[src/rtl/fifo_8.sv]
// fifo_8: 4-entry circular byte buffer with registered read data, occupancy flags and sticky overflow/underflow error.
module fifo_8 #(
  parameter int DATA_WIDTH = 8,
  parameter int ADDR_WIDTH = 2,
  parameter int AF_THRESH  = 3,
  parameter int AE_THRESH  = 1
) (
  input  logic                  clk,
  input  logic                  reset,
  input  logic [DATA_WIDTH-1:0] data_in,
  input  logic                  push,
  input  logic                  pop,
  output logic [DATA_WIDTH-1:0] data_out,
  output logic                  valid_out,
  output logic                  full,
  output logic                  empty,
  output logic                  almost_full,
  output logic                  almost_empty,
  output logic                  error,
  output logic [ADDR_WIDTH:0]   count
);
  localparam int DEPTH = 1 << ADDR_WIDTH;
  localparam logic [ADDR_WIDTH:0] ONE = (ADDR_WIDTH+1)'(1);
  logic [DATA_WIDTH-1:0] mem [DEPTH];
  logic [ADDR_WIDTH-1:0] wr_ptr, rd_ptr;
  logic                  do_rd, do_wr;
  assign full         = count == (ADDR_WIDTH+1)'(DEPTH);
  assign empty        = count == '0;
  assign almost_full  = count >= (ADDR_WIDTH+1)'(AF_THRESH);
  assign almost_empty = count <= (ADDR_WIDTH+1)'(AE_THRESH);
  // a pop frees a slot on the same edge, so a push into a full buffer still lands
  assign do_rd = pop && !empty;
  assign do_wr = push && (!full || do_rd);
  always_ff @(posedge clk)
    if (do_wr) mem[wr_ptr] <= data_in;
  always_ff @(posedge clk) begin
    if (reset) begin
      wr_ptr    <= '0;
      rd_ptr    <= '0;
      count     <= '0;
      data_out  <= '0;
      valid_out <= 1'b0;
      error     <= 1'b0;
    end else begin
      wr_ptr    <= do_wr ? wr_ptr + 1'b1 : wr_ptr;
      rd_ptr    <= do_rd ? rd_ptr + 1'b1 : rd_ptr;
      count     <= (do_wr && !do_rd) ? count + ONE : (do_rd && !do_wr) ? count - ONE : count;
      data_out  <= do_rd ? mem[rd_ptr] : data_out;
      valid_out <= do_rd;
      error     <= error || (push && !do_wr) || (pop && !do_rd);
    end
  end
endmodule

[config.mk]
export PLATFORM = sky130hd
export DESIGN_NAME = fifo_8
export DESIGN_NICKNAME = d
export VERILOG_FILES = /design/src/rtl/fifo_8.sv
export SDC_FILE = /design/constraint.sdc
export NUM_CORES = 1
export LEC_CHECK = 0
export BUFFER_PORTS_ARGS = -buffer_cell sky130_fd_sc_hd__clkbuf_2
export CAP_MARGIN = 30
export CORE_MARGIN = 2
export CORE_UTILIZATION = 50
export DETAILED_ROUTE_END_ITERATION = 12
export GPL_ROUTABILITY_DRIVEN = 0
export PLACE_DENSITY = 0.78
export SYNTH_ARGS = -nofsm -noshare
export SYNTH_HDL_FRONTEND = slang
export SYNTH_SLANG_ARGS = --single-unit
[constraint.sdc]
create_clock -name clk -period 5.2 [get_ports clk]
set_clock_uncertainty 0.15 [all_clocks]
set_input_delay 0.26 -clock clk [delete_from_list [all_inputs] [get_ports clk]]
set_output_delay 0.26 -clock clk [all_outputs]
set_load 0.1 [all_outputs]
Yosys cells after proc, flatten, opt, wreduce, memory -nomap -nowiden
Memories as Yosys holds them, arrays and structs flattened. A register that Yosys moved wholly into a read port is not among the register bits.
Index checks and enable logic that the tools add are counted.
{ "classes": {"addsub": 4, "magnitude_cmp": 2, "eq_ne": 1, "n_mux": 4, "n_reduce_logical": 15} }
{ "ops": {"columns": ["operator", "count"], "rows": [
  ["$logic_and A1 B1 Y1", 6],
  ["$mux W3", 2],
  ["$add A2 B1 Y2 const B", 2],
  ["$logic_not A1 Y1", 4],
  ["$add A3 B1 Y3 const B", 1],
  ["$eq A3 B3 Y1 const B", 1],
  ["$ge A3 B2 Y1 const B", 1],
  ["$le A3 B1 Y1 const B", 1],
  ["$logic_not A3 Y1", 1],
  ["$logic_or A1 B1 Y1", 3],
  ["$sub A3 B1 Y3 const B", 1],
  ["$mux W1", 2],
  ["$reduce_bool A2 Y1", 1]
]} }
{ "totals": {"register_bits": 9, "ram_bits": 32, "input_bits": 12, "output_inout_bits": 17, "n_memories": 1} }
{ "memory_table": {"columns": ["memory", "words", "word_bits", "rd", "rd_clocked_by_memory_dff", "write_ports", "line_no", "rtl"], "rows": [
  ["mem", 4, 8, 1, 1, 1, "24", "logic [DATA_WIDTH-1:0] mem [DEPTH];"]
]} }

Longest topological paths before layout
Gate-level depths: netlist (run 1).
{ "depth": {"ltp_word": 9, "mapped_depth": 9, "depth_no_buf": 8} }

Worst setup path after synthesis (run 1)
No wires, ideal clock.
{ "synth_path": {"path_kind": "register -> output", "from": "reg count[0]", "to": "out almost_full", "arrival_ns": 3.392, "required_time_ns": 4.790, "path_slack_ns": 1.398, "path_stages_with_launch": 3, "path_buffers": 0, "cell_sequence": "dfxtp_1 > inv_1 > o21ai_0"} }
{ "synth_via": {"elab_chain_cells": 1} }
{ "synth_rtl": {"columns": ["element", "line_no", "rtl"], "rows": [
  ["start, declared", "20", "output logic [ADDR_WIDTH:0] count"],
  ["start signal, assigned", "47", "count <= (do_wr && !do_rd) ? count + ONE : (do_rd && !do_wr) ? count - ONE : count;"],
  ["$ge A3 B2 Y1", "29", "assign almost_full = count >= (ADDR_WIDTH+1)'(AF_THRESH);"],
  ["end, declared", "17", "output logic almost_full,"]
]} }
No other way between the ends.

Worst setup path after layout (run 1)
{ "layout_path": {"from": "reg count[1]", "to": "out empty"} }
{ "layout_via": {"elab_chain_cells": 1} }
{ "layout_rtl": {"columns": ["element", "line_no", "rtl"], "rows": [
  ["$logic_not A3 Y1", "28", "assign empty = count == '0;"],
  ["end, declared", "16", "output logic empty,"]
]} }
No other way between the ends.

==> results.py, run 1 <==
metrics = {
    "clock_tree": {
        "clk-insertion-delay-late_ns": 0.30,
        "htreeDepth": 2,
        "cts.repair.resized": 0,
        "hold_buffers": 0,
        "cts_max_path_buffers": 2,
        "cts_setup_buffers": 0,
        "clk_pin_slew_ns": 0.09,
        "clock-sinks": 49,
        "clockRootBuffer": "clkbuf_8",
        "cts_tree": "built",
        "cts_inserted_buffers": 5,
    },
    "timing": {
        "period_minus_slack_ns": 2.56,
        "rsz0062_at_grt": "no",
        "slew_headroom_pct": 63.8,
        "setup_slack_ns": 2.64,
        "worst_pin_slew_ns": 0.546,
        "setup_viol": 0,
        "fmax_mhz": 390,
        "drv_slew": 0,
        "finalCritPeriodShare_pct": 49.3,
        "fin_tns_setup_ns": 0,
        "hold_viol": 0,
    },
    "grt": {
        "grt_start_max_net_pins": 18,
        "antenna_found_initial": 0,
        "grt_usage_pct": 16.7,
        "overflow": 0,
        "grt_pass1_wl_um": 5480,
        "first_global_vias": 1164,
    },
    "placed_design": {
        "place_area_sq_um": 2240,
        "post-place-ws_ns": 2.97,
        "io_buffers": 28,
        "post-dp-hpwl_um": 2460,
    },
    "cells_and_area": {
        "drive_above_1_share_pct": 20.1,
        "seq_area_sq_um": 1300,
        "fillers": 316,
        "synthToLayoutAreaGrowth_pct": 13.0,
        "fin_nets": 200,
        "fin_area_sq_um": 2350,
        "utilization_pct": 58.7,
        "n_antenna_cell": 0,
        "multiInputGateArea_sq_um": 698,
    },
    "status": {
        "status": "finished, final reports clean",
    },
    "critical_path": {
        "path_cells": "inv_1 > ha_1 > nand2b_1 > inv_1 > clkbuf_2",
        "cp-end-kind": "primary output",
        "cp_max_fo": 12,
        "critical-path-slowest-cell": "clkbuf_2",
        "crit_type": "reg2out",
        "max_stage_delay_ns": 0.52,
        "critPathMostFrequentCell": "inv_1",
        "r2r_cells": 6,
        "crit_start": "count[1]",
        "setup.worst_path.end": "empty",
        "r2r_start": "count[0]",
        "reg2reg_to": "rd_ptr[1]",
        "cp_data_arrival_time_ns": 2.15,
        "cp-start-kind": "flop",
        "required_ns": 4.79,
        "rrSetupSlack_ns": 3.03,
    },
    "synthesis": {
        "syn_area_per_cell_sq_um": 13.7,
        "async_flop_share_pct": 0,
        "syn_nets": 174,
        "synth_compound_area_share_pct": 7.70,
        "yosysSeqAreaShare_pct": 62.6,
        "yosysTopAreaCell": "edfxtp_1",
        "synth_ff_type": "edfxtp_1",
        "synth_edf_count": 32,
        "yosys.area.top_type_share_pct": 46.2,
        "yosys.area_share.adder_pct": 6.02,
        "ys_warn_count": 0,
        "syn_inst": 152,
        "ys_top_cells_by_area": "edfxtp_1 46%, dfxtp_1 16%, mux4_1 10%",
        "synth.area.mux_share_pct": 10.6,
        "synthXorXnorAreaFrac_pct": 0.842,
        "ys_ff_latch": 49,
        "synth.cell_area_sq_um": 2080,
        "synth_top_family_by_area": "multiplexers",
        "synth.distinct_cells": 27,
        "synth-simple-area-share_pct": 8.42,
    },
    "floorplan": {
        "rows": 23,
        "die_x_um": 68.5,
        "pin_count": 29,
        "die_area_sq_um": 4690,
        "fp.coreArea_sq_um": 4000,
        "chipHeight_um": 68.5,
        "start_util_pct": 52.0,
    },
    "route": {
        "ant_nets": 0,
        "dr.pass1.iters": 4,
        "drc": 0,
        "via_count": 1279,
        "routed_wl_um": 3510,
        "avgRoutedWirePerCell_um": 15.3,
        "viasPerCell": 5.59,
        "drt_iter0_drc": 104,
    },
    "worst_hold_path": {
        "min_path_type": "in2reg",
    },
    "flow_run": {
        "max-cap-violations": 0,
    },
}
[critical path, delay by kind of cell (launching register included)]
family | cells | cell delay, ns
flops | 1 | 0.35
simple gates | 1 | 0.25
buf+inv | 3 | 1.00
fa+ha+maj | 1 | 0.24
[cell usage after synthesis, types with 2 or more instances]
cell	number
mux4_1	8
dfxtp_1	17
ha_1	10
and3_1	4
nand3_1	11
inv_1	9
nor2b_1	2
a21oi_1	15
edfxtp_1	32
o21ai_0	14
nor2_1	7
and3b_1	2
clkbuf_1	7
[per-stage QoR]
step	hold WS [ns]	std cells
finish	0.0205	229
global route	0.0222	229
global placement	0.282	221
detailed placement	0.298	221
CTS	0.0134	229
floorplan	0.209	152
[cells by family (layout without fill, tap and decap cells)]
kind of cell | Yosys count | count (layout)
flops | 49 | 49
simple gates | 32 | 32
compound gates | 31 | 31
buf+inv | 19 | 46
fa+ha+maj | 10 | 10
mux | 9 | 9
xor+xnor | 2 | 2
[cells in the final DEF (no fill, tap or decap), types with 5 or more instances in the layout]
cell      instances
edfxtp_1         32
clkbuf_2         28
dfxtp_1          17
a21oi_1          15
o21ai_0          14
nand3_1          11
ha_1             10
inv_1             9
mux4_1            8
nor2_1            7
clkbuf_8          5
[registers in the layout, indices dropped and copies added, names as in the netlist]
signal and count:
error 1, valid_out 1, data_out 8, mem 32, wr_ptr 2, rd_ptr 2, count 3
[how the worst min path moves through the flow]
stage / from / to / slack (ns) / cells past startpoint
5_1_grt: data_in[4] / mem[0][4] / 0.02 / 1
6_report: data_in[4] / mem[0][4] / 0.02 / 1
3_5_place_dp: error / error / 0.30 / 2
3_3_place_gp: error / error / 0.28 / 2
2_1_floorplan: data_in[0] / mem[0][0] / 0.21 / 0
4_1_cts: data_in[4] / mem[0][4] / 0.01 / 1
[layout make-up]
type | count | share of cell area [%]
Clock inverter | 3 | 1.76
Tap cell | 50 | 2.66
Inverter | 10 | 1.60
Sequential cell | 49 | 55.4
Timing Repair Buffer | 28 | 5.96
Multi-Input combinational cell | 84 | 29.7
Clock buffer | 5 | 2.93
[metal layers]
metal	GRT usage (%)	vias up	part of all wire [%]
met5	0	-	0
met4	7.50	0	1.7
met3	4.87	8	4.6
met2	26.6	31	49
met1	21.3	625	45
li1	-	615	-
Power of run 1 is left out: the tool's default activity adds up to more than one toggle a clock period on the data nets, which glitch-free logic cannot reach.
==> run 2: changes to the inputs <==
ABC_AREA = 1   (was default)
clock period = 2.6 ns   (was 5.2 ns; I/O delays follow)
==> run 2 against run 1 <==
Effect of this change: sequential share of layout area down 3.2 points; critical path depth increased by 8; area after synthesis up 2.7%; highest routed layer unchanged.
==> results.py, run 2 <==
metrics = {
    "route": {
        "avgRoutedWirePerCell_um": 11.7,
        "viasPerCell": 4.80,
        "drc": 0,
        "dr.pass1.iters": 4,
        "drt_iter0_drc": 85,
        "via_count": 1482,
        "routed_wl_um": 3630,
        "ant_nets": 0,
    },
    "critical_path": {
        "cp_data_arrival_time_ns": 2.06,
        "cp-end-kind": "flop",
        "critPathMostFrequentCell": "nand2_1",
        "max_stage_delay_ns": 0.36,
        "required_ns": 2.66,
        "crit_type": "reg2reg",
        "path_cells": "inv_2 > ha_2 > nand2_1 > clkinvlp_4 > nand2_4 > nand2_4 > inv_1 > ha_1 > inv_1 > o21ai_0 > nand2_1 > nand2_1 > nor2_1",
        "critical-path-slowest-cell": "dfxtp_4",
        "cp-start-kind": "flop",
        "cp_max_fo": 6,
    },
    "synthesis": {
        "synth_compound_area_share_pct": 4.98,
        "ys_ff_latch": 49,
        "synth_top_family_by_area": "simple AND/OR/NAND/NOR gates",
        "syn_area_per_cell_sq_um": 9.75,
        "synth-simple-area-share_pct": 20.0,
        "yosysSeqAreaShare_pct": 60.9,
        "yosys.area.top_type_share_pct": 45.0,
        "synth.distinct_cells": 19,
        "yosys.area_share.adder_pct": 5.86,
        "synth.most_common_cell": "nand2_1",
        "ys_warn_count": 0,
        "ys_top_cells_by_area": "edfxtp_1 45%, dfxtp_1 16%, nand2_1 12%",
        "syn_inst": 219,
        "synth.cell_area_sq_um": 2140,
        "yosysTopAreaCell": "edfxtp_1",
        "synth_edf_count": 32,
        "synth.area.mux_share_pct": 0,
        "async_flop_share_pct": 0,
        "synth_common_cells": "66 x nand2_1, 32 x edfxtp_1, 27 x inv_1",
        "syn_nets": 241,
        "synthXorXnorAreaFrac_pct": 0.410,
        "synth_ff_type": "edfxtp_1",
    },
    "placed_design": {
        "io_buffers": 28,
        "place_area_sq_um": 2330,
        "post-dp-hpwl_um": 2460,
        "dp.cells": 292,
    },
    "cells_and_area": {
        "n_antenna_cell": 0,
        "layout_commonest_cell": "nand2_1",
        "final_cell_mix": "64 x nand2_1, 32 x edfxtp_1, 28 x clkbuf_2",
        "drive_above_1_share_pct": 20.5,
        "fin_nets": 280,
        "fillers": 336,
        "fin_area_sq_um": 2510,
        "largest_reg_flops": 32,
        "max_flop_register": "mem",
        "largestRegisters": "mem x32, data_out x8, count x3",
        "synthToLayoutAreaGrowth_pct": 17.6,
        "final_cells": 309,
    },
    "timing": {
        "finalCritPeriodShare_pct": 77.0,
        "hold_viol": 0,
        "whs_ns": 0.0452,
        "drv_slew": 0,
        "period_minus_slack_ns": 2.00,
        "fin_tns_setup_ns": 0,
        "worst_pin_slew_ns": 0.541,
        "rsz0062_at_grt": "no",
        "slew_headroom_pct": 64.1,
        "setup_viol": 0,
        "fmax_mhz": 500,
    },
    "floorplan": {
        "die_x_um": 69.4,
        "chipHeight_um": 69.4,
        "die_area_sq_um": 4810,
        "pin_count": 29,
        "rows": 23,
        "fp.coreArea_sq_um": 4060,
        "start_util_pct": 52.6,
    },
    "clock_tree": {
        "cts_inserted_buffers": 5,
        "htreeDepth": 2,
        "clk_pin_slew_ns": 0.09,
        "cts_max_path_buffers": 2,
        "cts_tree": "built",
        "cts.repair.resized": 0,
        "clockRootBuffer": "clkbuf_8",
        "clock-sinks": 49,
        "clk-insertion-delay-late_ns": 0.31,
    },
    "grt": {
        "overflow": 0,
        "antenna_found_initial": 0,
        "first_global_vias": 1361,
        "grt_start_max_net_pins": 20,
        "grt_usage_pct": 16.5,
        "grt_pass1_wl_um": 6200,
    },
    "worst_hold_path": {
        "min_path_type": "in2reg",
    },
    "flow_run": {
        "max-cap-violations": 0,
    },
    "status": {
        "status": "finished, final reports clean",
    },
}
-- run 2: changes by cell type in the layout (fill, tap and decap cells not counted), moves of 8 or more --
| cell | change |
|---|---|
| mux4_1 | -8 |
| dlygate4sd3_1 | +9 |
| nand2_1 | +63 |
| nand3_1 | +9 |
| o21ai_0 | -10 |
| inv_1 | +15 |
-- run 2: timing repair --
item                      CTS  global route
buffers inserted            0             0
hold buffers                9             0
hold endpoints to repair   35             0
-- run 2: final cells by class --
cell class	count	area [sq um]	area share (%)
Clock buffer	5	68.8	2.74
Clock inverter	3	20.0	0.797
Inverter	30	116	4.63
Multi-Input combinational cell	134	696	27.7
Sequential cell	49	1310	52.2
Tap cell	50	62.6	2.49
Timing Repair Buffer	38	238	9.47
-- run 2: kinds of logic (layout without fill, tap and decap cells) --
kind of cell | Yosys count | in the layout
xor gates and xnor gates | 1 | 1
buffers and inverters | 36 | 76
adders and majority gates | 10 | 10
DFF | 49 | 49
AOI/OAI and AO/OA | 21 | 21
and+or+nand+nor | 102 | 102
-- run 2: layer usage --
layer / track usage [%] / part of all wire (%) / vias up / wire, um
li1: - / - / 785 / -
met3: 4.80 / 4.4 / 4 / 160
met2: 26.4 / 48 / 34 / 1730
met4: 7.19 / 1.1 / 0 / 40
met5: 0 / 0 / - / 0
met1: 20.9 / 47 / 659 / 1700
-- run 2: metrics by stage --
| step | utilization, % | worst slack, ns |
|---|---|---|
| final | 61.9 | 0.598 |
| after global routing | 61.9 | 0.417 |
| after CTS | 61.9 | 0.605 |
| after detailed placement | 57.5 | 0.621 |
| after global placement | 57.5 | 0.663 |
| after floorplan | - | 0.00156 |
-- run 2: worst max-delay path: cells and delay by family (launching register included) --
| kind | cells | cell delay, ns |
|---|---|---|
| adder cells (fa/ha/maj) | 2 | 0.58 |
| AND/OR/NAND/NOR | 6 | 0.44 |
| flip-flops | 1 | 0.36 |
| buffers and inverters | 4 | 0.32 |
| AO/OA/AOI/OAI | 1 | 0.07 |
-- run 2: final timing paths --
check                start  endpoint  slack (ns)  cells past startpoint
setup reg to reg  count[1]  count[2]        0.60                     13
hold reg to reg      error     error        0.34                      2
hold / removal         pop     error        0.05                      3
setup / recovery  count[1]  count[2]        0.60                     13
Power of run 2 is left out for the same reason.
